<file path="config.mk">
export PLATFORM = sky130hd
export DESIGN_NAME = mod_div_responder
export DESIGN_NICKNAME = d
export VERILOG_FILES = /design/src/rtl/mod_div_responder.sv
export SDC_FILE = /design/constraint.sdc
export NUM_CORES = 1
export LEC_CHECK = 0
export CAP_MARGIN = 30
export CELL_PAD_IN_SITES_DETAIL_PLACEMENT = 1
export CELL_PAD_IN_SITES_GLOBAL_PLACEMENT = 1
export CORE_MARGIN = 5
export CORE_UTILIZATION = 42
export CTS_BUF_LIST = sky130_fd_sc_hd__clkbuf_16
export CTS_CLUSTER_DIAMETER = 150
export DETAILED_ROUTE_END_ITERATION = 10
export GPL_ROUTABILITY_DRIVEN = 0
export MAX_ROUTING_LAYER = met4
export PLACE_DENSITY_LB_ADDON = 0.1
export REMOVE_ABC_BUFFERS = 1
export SYNTH_ARGS = -nofsm -noshare
export SYNTH_HDL_FRONTEND = slang
export SYNTH_SLANG_ARGS = --single-unit
</file>
<file path="constraint.sdc">
create_clock -name clk -period 2.6 [get_ports clk]
set_clock_uncertainty 0.15 [all_clocks]
set_input_delay 0.39 -clock clk [delete_from_list [all_inputs] [get_ports clk]]
set_output_delay 0.39 -clock clk [all_outputs]
set_load 0.03 [all_outputs]
</file>
<file path="src/rtl/mod_div_responder.sv">
// Restoring divider behind a four-phase start/ready handshake.
// One quotient bit per cycle, MSB first. Divide-by-zero short-circuits to a saturated result.
module mod_div_responder #(
    parameter int WIDTH = 16
) (
    input  logic             clk,
    input  logic             rst,
    input  logic             start,
    input  logic [WIDTH-1:0] dividend,
    input  logic [WIDTH-1:0] divider,
    output logic [WIDTH-1:0] quotient,
    output logic [WIDTH-1:0] remainder,
    output logic             ready,
    output logic             busy,
    output logic             div_by_zero,
    output logic [1:0]       dbg_state
);

    // Handshake: a request is accepted on a rising edge where start is high
    // and start has been seen low since the previous accept (or since reset).
    // ready rises on DONE entry and holds until start is sampled low, after
    // which the block returns to IDLE on that same edge.

    typedef enum logic [1:0] {
        IDLE = 2'd0,
        CALC = 2'd1,
        DONE = 2'd2
    } state_t;

    localparam int CW = $clog2(WIDTH + 1);
    localparam logic [CW-1:0] LAST_STEP = CW'(WIDTH);

    state_t           state_q, state_d;
    logic [WIDTH-1:0] dvd_q, dvd_d;
    logic [WIDTH-1:0] dvs_q, dvs_d;
    logic [WIDTH-1:0] part_q, part_d;
    logic [CW-1:0]    cnt_q, cnt_d;
    logic [WIDTH-1:0] quot_q, quot_d;
    logic [WIDTH-1:0] rem_q, rem_d;
    logic             ready_q, ready_d;
    logic             busy_q, busy_d;
    logic             dz_q, dz_d;
    logic             dz_pending_q, dz_pending_d;
    logic             seen_low_q, seen_low_d;
    logic [WIDTH:0]   partial;

    always_comb begin
        state_d      = state_q;
        dvd_d        = dvd_q;
        dvs_d        = dvs_q;
        part_d       = part_q;
        cnt_d        = cnt_q;
        quot_d       = quot_q;
        rem_d        = rem_q;
        ready_d      = ready_q;
        dz_d         = dz_q;
        dz_pending_d = dz_pending_q;
        seen_low_d   = seen_low_q;
        partial      = '0;

        if (!start) begin
            seen_low_d = 1'b1;
        end

        case (state_q)
            IDLE: begin
                if (start && seen_low_q) begin
                    seen_low_d   = 1'b0;
                    dvd_d        = dividend;
                    dvs_d        = divider;
                    part_d       = '0;
                    cnt_d        = '0;
                    quot_d       = '0;
                    rem_d        = '0;
                    dz_d         = 1'b0;
                    dz_pending_d = (divider == '0);
                    state_d      = CALC;
                end
            end
            CALC: begin
                // The zero-divisor case still spends one cycle here so DONE
                // is entered on the edge after accept.
                if (dz_pending_q) begin
                    quot_d  = '1;
                    rem_d   = dvd_q;
                    dz_d    = 1'b1;
                    ready_d = 1'b1;
                    state_d = DONE;
                end else if (cnt_q == LAST_STEP) begin
                    quot_d  = dvd_q;
                    rem_d   = part_q;
                    ready_d = 1'b1;
                    state_d = DONE;
                end else begin
                    // dvd_q shifts left; vacated LSBs collect quotient bits.
                    partial = {part_q, dvd_q[WIDTH-1]};
                    if (partial >= {1'b0, dvs_q}) begin
                        partial = partial - {1'b0, dvs_q};
                        dvd_d   = {dvd_q[WIDTH-2:0], 1'b1};
                    end else begin
                        dvd_d   = {dvd_q[WIDTH-2:0], 1'b0};
                    end
                    part_d = partial[WIDTH-1:0];
                    cnt_d  = cnt_q + CW'(1);
                end
            end
            DONE: begin
                if (!start) begin
                    ready_d = 1'b0;
                    state_d = IDLE;
                end
            end
            default: begin
                ready_d = 1'b0;
                state_d = IDLE;
            end
        endcase

        busy_d = (state_d != IDLE);
    end

    always_ff @(posedge clk or negedge rst) begin
        if (!rst) begin
            state_q      <= IDLE;
            dvd_q        <= '0;
            dvs_q        <= '0;
            part_q       <= '0;
            cnt_q        <= '0;
            quot_q       <= '0;
            rem_q        <= '0;
            ready_q      <= 1'b0;
            busy_q       <= 1'b0;
            dz_q         <= 1'b0;
            dz_pending_q <= 1'b0;
            seen_low_q   <= 1'b0;
        end else begin
            state_q      <= state_d;
            dvd_q        <= dvd_d;
            dvs_q        <= dvs_d;
            part_q       <= part_d;
            cnt_q        <= cnt_d;
            quot_q       <= quot_d;
            rem_q        <= rem_d;
            ready_q      <= ready_d;
            busy_q       <= busy_d;
            dz_q         <= dz_d;
            dz_pending_q <= dz_pending_d;
            seen_low_q   <= seen_low_d;
        end
    end

    assign quotient    = quot_q;
    assign remainder   = rem_q;
    assign ready       = ready_q;
    assign busy        = busy_q;
    assign div_by_zero = dz_q;
    assign dbg_state   = state_q;

endmodule
</file>
==> results.json <==
{
  "synth_top_area_share_pct": 45.2,
  "fillers": 1378,
  "synth_edf_count": 0,
  "max_stage_delay_ns": 0.42,
  "antenna_cells": 0,
  "synth.most_common_cell": "nand2_1",
  "nNetsFinal": 688,
  "leakage_nw": 2.69,
  "crit_chain": "inv_1 > ha_1 > fa_1 > nor2b_2 > o2111a_1 > nand4bb_2 > nand2_1 > a311oi_1 > o21ai_0",
  "switching_share_pct": 46.4,
  "tritoncts": "built",
  "synth_cell_types": 58,
  "ys_seq_elements": 92,
  "drive_gt1_share_pct": 9.39,
  "async_reset_ff_share_pct": 100,
  "synth-main-ff-cell": "dfrtp_1",
  "crit_slowest_cell": "fa_1",
  "start_util_pct": 42.6,
  "yosysSeqAreaShare_pct": 45.2,
  "max-vdd-ir-drop_mv": 0.720,
  "h-tree-depth": 3,
  "vias": 4445,
  "cp_max_fo": 5,
  "grt_use_total_pct": 21.0,
  "synth.cell_area_sq_um": 5090,
  "dp_hpwl_microns": 10400,
  "antenna_found_initial": 0,
  "cts_buffers": 9,
  "grt_max_degree": 58,
  "rows": 40,
  "final_cells": 786,
  "start_kind": "flop",
  "drt_iter0_drc": 322,
  "clock_sinks": 92,
  "die-area_sq_um": 14400,
  "setup_violations": 0,
  "cts_root_buffer": "clkbuf_16",
  "grt_pass1_wl_microns": 23600,
  "dp_cells": 768,
  "arrival_ns": 2.60,
  "synth_common_cells": "nand2_1 (112), dfrtp_1 (92), o21ai_0 (80), mux2i_1 (32), inv_1 (22)",
  "clockBufferDepth": 2,
  "worst_pin_slew_ns": 0.557,
  "final-hold-violation-count": 0,
  "combPwrFrac_pct": 61.0,
  "drc": 0,
  "fmax_mhz": 396,
  "ys_warn_count": 0,
  "clk_latency_ns": 0.35,
  "drt_first_pass_iters": 4,
  "hp-class": "in -> async",
  "core_sq_um": 12000,
  "ant_nets": 0,
  "min_period_ns": 2.52,
  "grt_pass1_vias": 4585,
  "total_power_w": 0.0105,
  "worst_slack_ns": 0.0763,
  "post_drt_wl_per_cell_microns": 18.5,
  "portBuffers": 71,
  "p_per_area_nw_per_um2": 1630,
  "crit_type": "reg -> reg",
  "chipWidth_microns": 120,
  "switchingPower_w": 0.00486,
  "gr-total-overflow": 0,
  "io_pins": 72,
  "status": "completed",
  "pwr-share-clk_pct": 13.7,
  "via_per_inst": 5.66,
  "worst_setup_path_end_kind": "flop",
  "max_slew_margin_pct": 62.4,
  "die_h_microns": 120,
  "area_growth_syn_to_layout_pct": 25.9,
  "fin_setup_tns_ns": 0,
  "maxCapViolations": 0,
  "fin_crit_sh_pct": 97.1,
  "dp_slack_ns": 0.0831,
  "p_seq_share_pct": 25.3,
  "p_int_w": 0.00561,
  "synth_cells": 561,
  "synth_area_per_cell_sq_um": 9.08,
  "yosysTopAreaCell": "dfrtp_1",
  "synthTopCellsByArea": "dfrtp_1 (45%), nand2_1 (8.3%), o21ai_0 (7.9%), mux2i_1 (6.3%), ha_1 (4.4%)",
  "crit_required_ns": 2.67,
  "clk_pin_slew_worst_paths_ns": 0.07,
  "wirelength_microns": 14500,
  "slew_viol_final": 0
}
stage by stage:
stage / cell area, sq um / util [%] / hold WS (ns)
2_1_floorplan: 4920 / - / -0.0556
3_3_place_gp: 6040 / 50.5 / 0.0821
3_5_place_dp: 6050 / 50.6 / 0.0840
4_1_cts: 6380 / 53.3 / 0.255
5_1_grt: 6410 / 53.6 / 0.286
6_report: 6410 / 53.6 / 0.264
registers in the layout (all words and copies together) (netlist names):
name and flops:
ready 1, cnt_q 5, quotient 16, dvs_q 16, busy 1, dz_pending_q 1, div_by_zero 1, part_q 16
remainder 16, seen_low_q 1, dbg_state 2, dvd_q 16
cell usage in the layout (no fill, tap or decap), types with 4 or more instances in the layout:
| cell | n |
|---|---|
| dfrtp_1 | 92 |
| o21ai_0 | 78 |
| nor4_1 | 4 |
| o31a_1 | 4 |
| a31o_2 | 4 |
| a31oi_1 | 4 |
| xor2_1 | 5 |
| clkdlybuf4s50_1 | 70 |
| nor2b_1 | 5 |
| nand2_1 | 112 |
| inv_1 | 23 |
| o211ai_1 | 10 |
| nand4_1 | 5 |
| o31ai_1 | 21 |
| nor2_1 | 18 |
| mux2i_1 | 32 |
| clkbuf_16 | 9 |
| nand3_1 | 6 |
| buf_4 | 24 |
| ha_1 | 15 |
| xnor2_1 | 7 |
| nor3_1 | 13 |
| a21oi_1 | 13 |
layer usage:
metal | GRT usage, % | routed length (microns) | vias to the layer above
li1 | - | - | 2153
met1 | 27.6 | 6730 | 2179
met2 | 33.8 | 6960 | 93
met3 | 2.59 | 575 | 20
met4 | 7.16 | 247 | 0
met5 | - | 0 | -
repair_timing:
| item | 4_1_cts | 5_1_grt |
|---|---|---|
| setup buffers | 0 | 1 |
| hold buffers | 1 | 0 |
| endpoints found under the setup margin | 0 | 5 |
| resized for setup | 0 | 7 |
| hold endpoints to repair | 9 | 0 |
layout make-up:
| type | instances | area [sq um] | area share, % |
|---|---|---|---|
| Clock buffer | 9 | 225 | 3.51 |
| Clock inverter | 7 | 90.1 | 1.40 |
| Inverter | 22 | 82.6 | 1.29 |
| Multi-Input combinational cell | 410 | 2570 | 40.1 |
| Sequential cell | 92 | 2300 | 35.9 |
| Tap cell | 147 | 184 | 2.87 |
| Timing Repair Buffer | 99 | 957 | 14.9 |
power groups by stage:
stage	sequential [W]	clock (W)	combinational (W)
finish	0.00265	0.00143	0.00639
global route	0.00274	0.00150	0.00703
CTS	0.00265	0.00145	0.00630
detailed placement	0.00267	0	0.00625
global placement	0.00264	0	0.00600
floorplan	0.00296	0	0.00376
critical path: cells and delay by family (launching register included):
kind | cells | cell delay, ns
buffers and inverters | 1 | 0.07
adder cells (fa/ha/maj) | 2 | 0.65
flip-flops | 1 | 0.35
AO/OA/AOI/OAI | 3 | 0.65
AND/OR/NAND/NOR | 3 | 0.51
logic make-up (layout without fill, tap and decap cells):
kind of cell / after synthesis / count (layout) / synth area share [%]
AND/OR/NAND/NOR: 180 / 180 / 15.7
adder cells (fa/ha/maj): 19 / 19 / 4.81
XOR/XNOR: 12 / 12 / 2.06
buffers and inverters: 59 / 137 / 5.11
multiplexers: 32 / 32 / 6.29
flip-flops: 92 / 92 / 45.2
AO/OA/AOI/OAI: 167 / 167 / 20.8
final timing paths:
path | endpoint | cells past startpoint | start | slack, ns
hold / removal | dvd_q[2] | 2 | rst | 0.26
min in group clk | remainder[3] | 2 | remainder[3] | 0.33
setup / recovery | part_q[12] | 9 | dvd_q[15] | 0.08
max in group asynchronous | dvs_q[3] | 3 | rst | 1.44
hold reg to reg | remainder[3] | 2 | remainder[3] | 0.33
setup reg to reg | part_q[12] | 9 | dvd_q[15] | 0.08
Power figures use the tool's default switching activity.
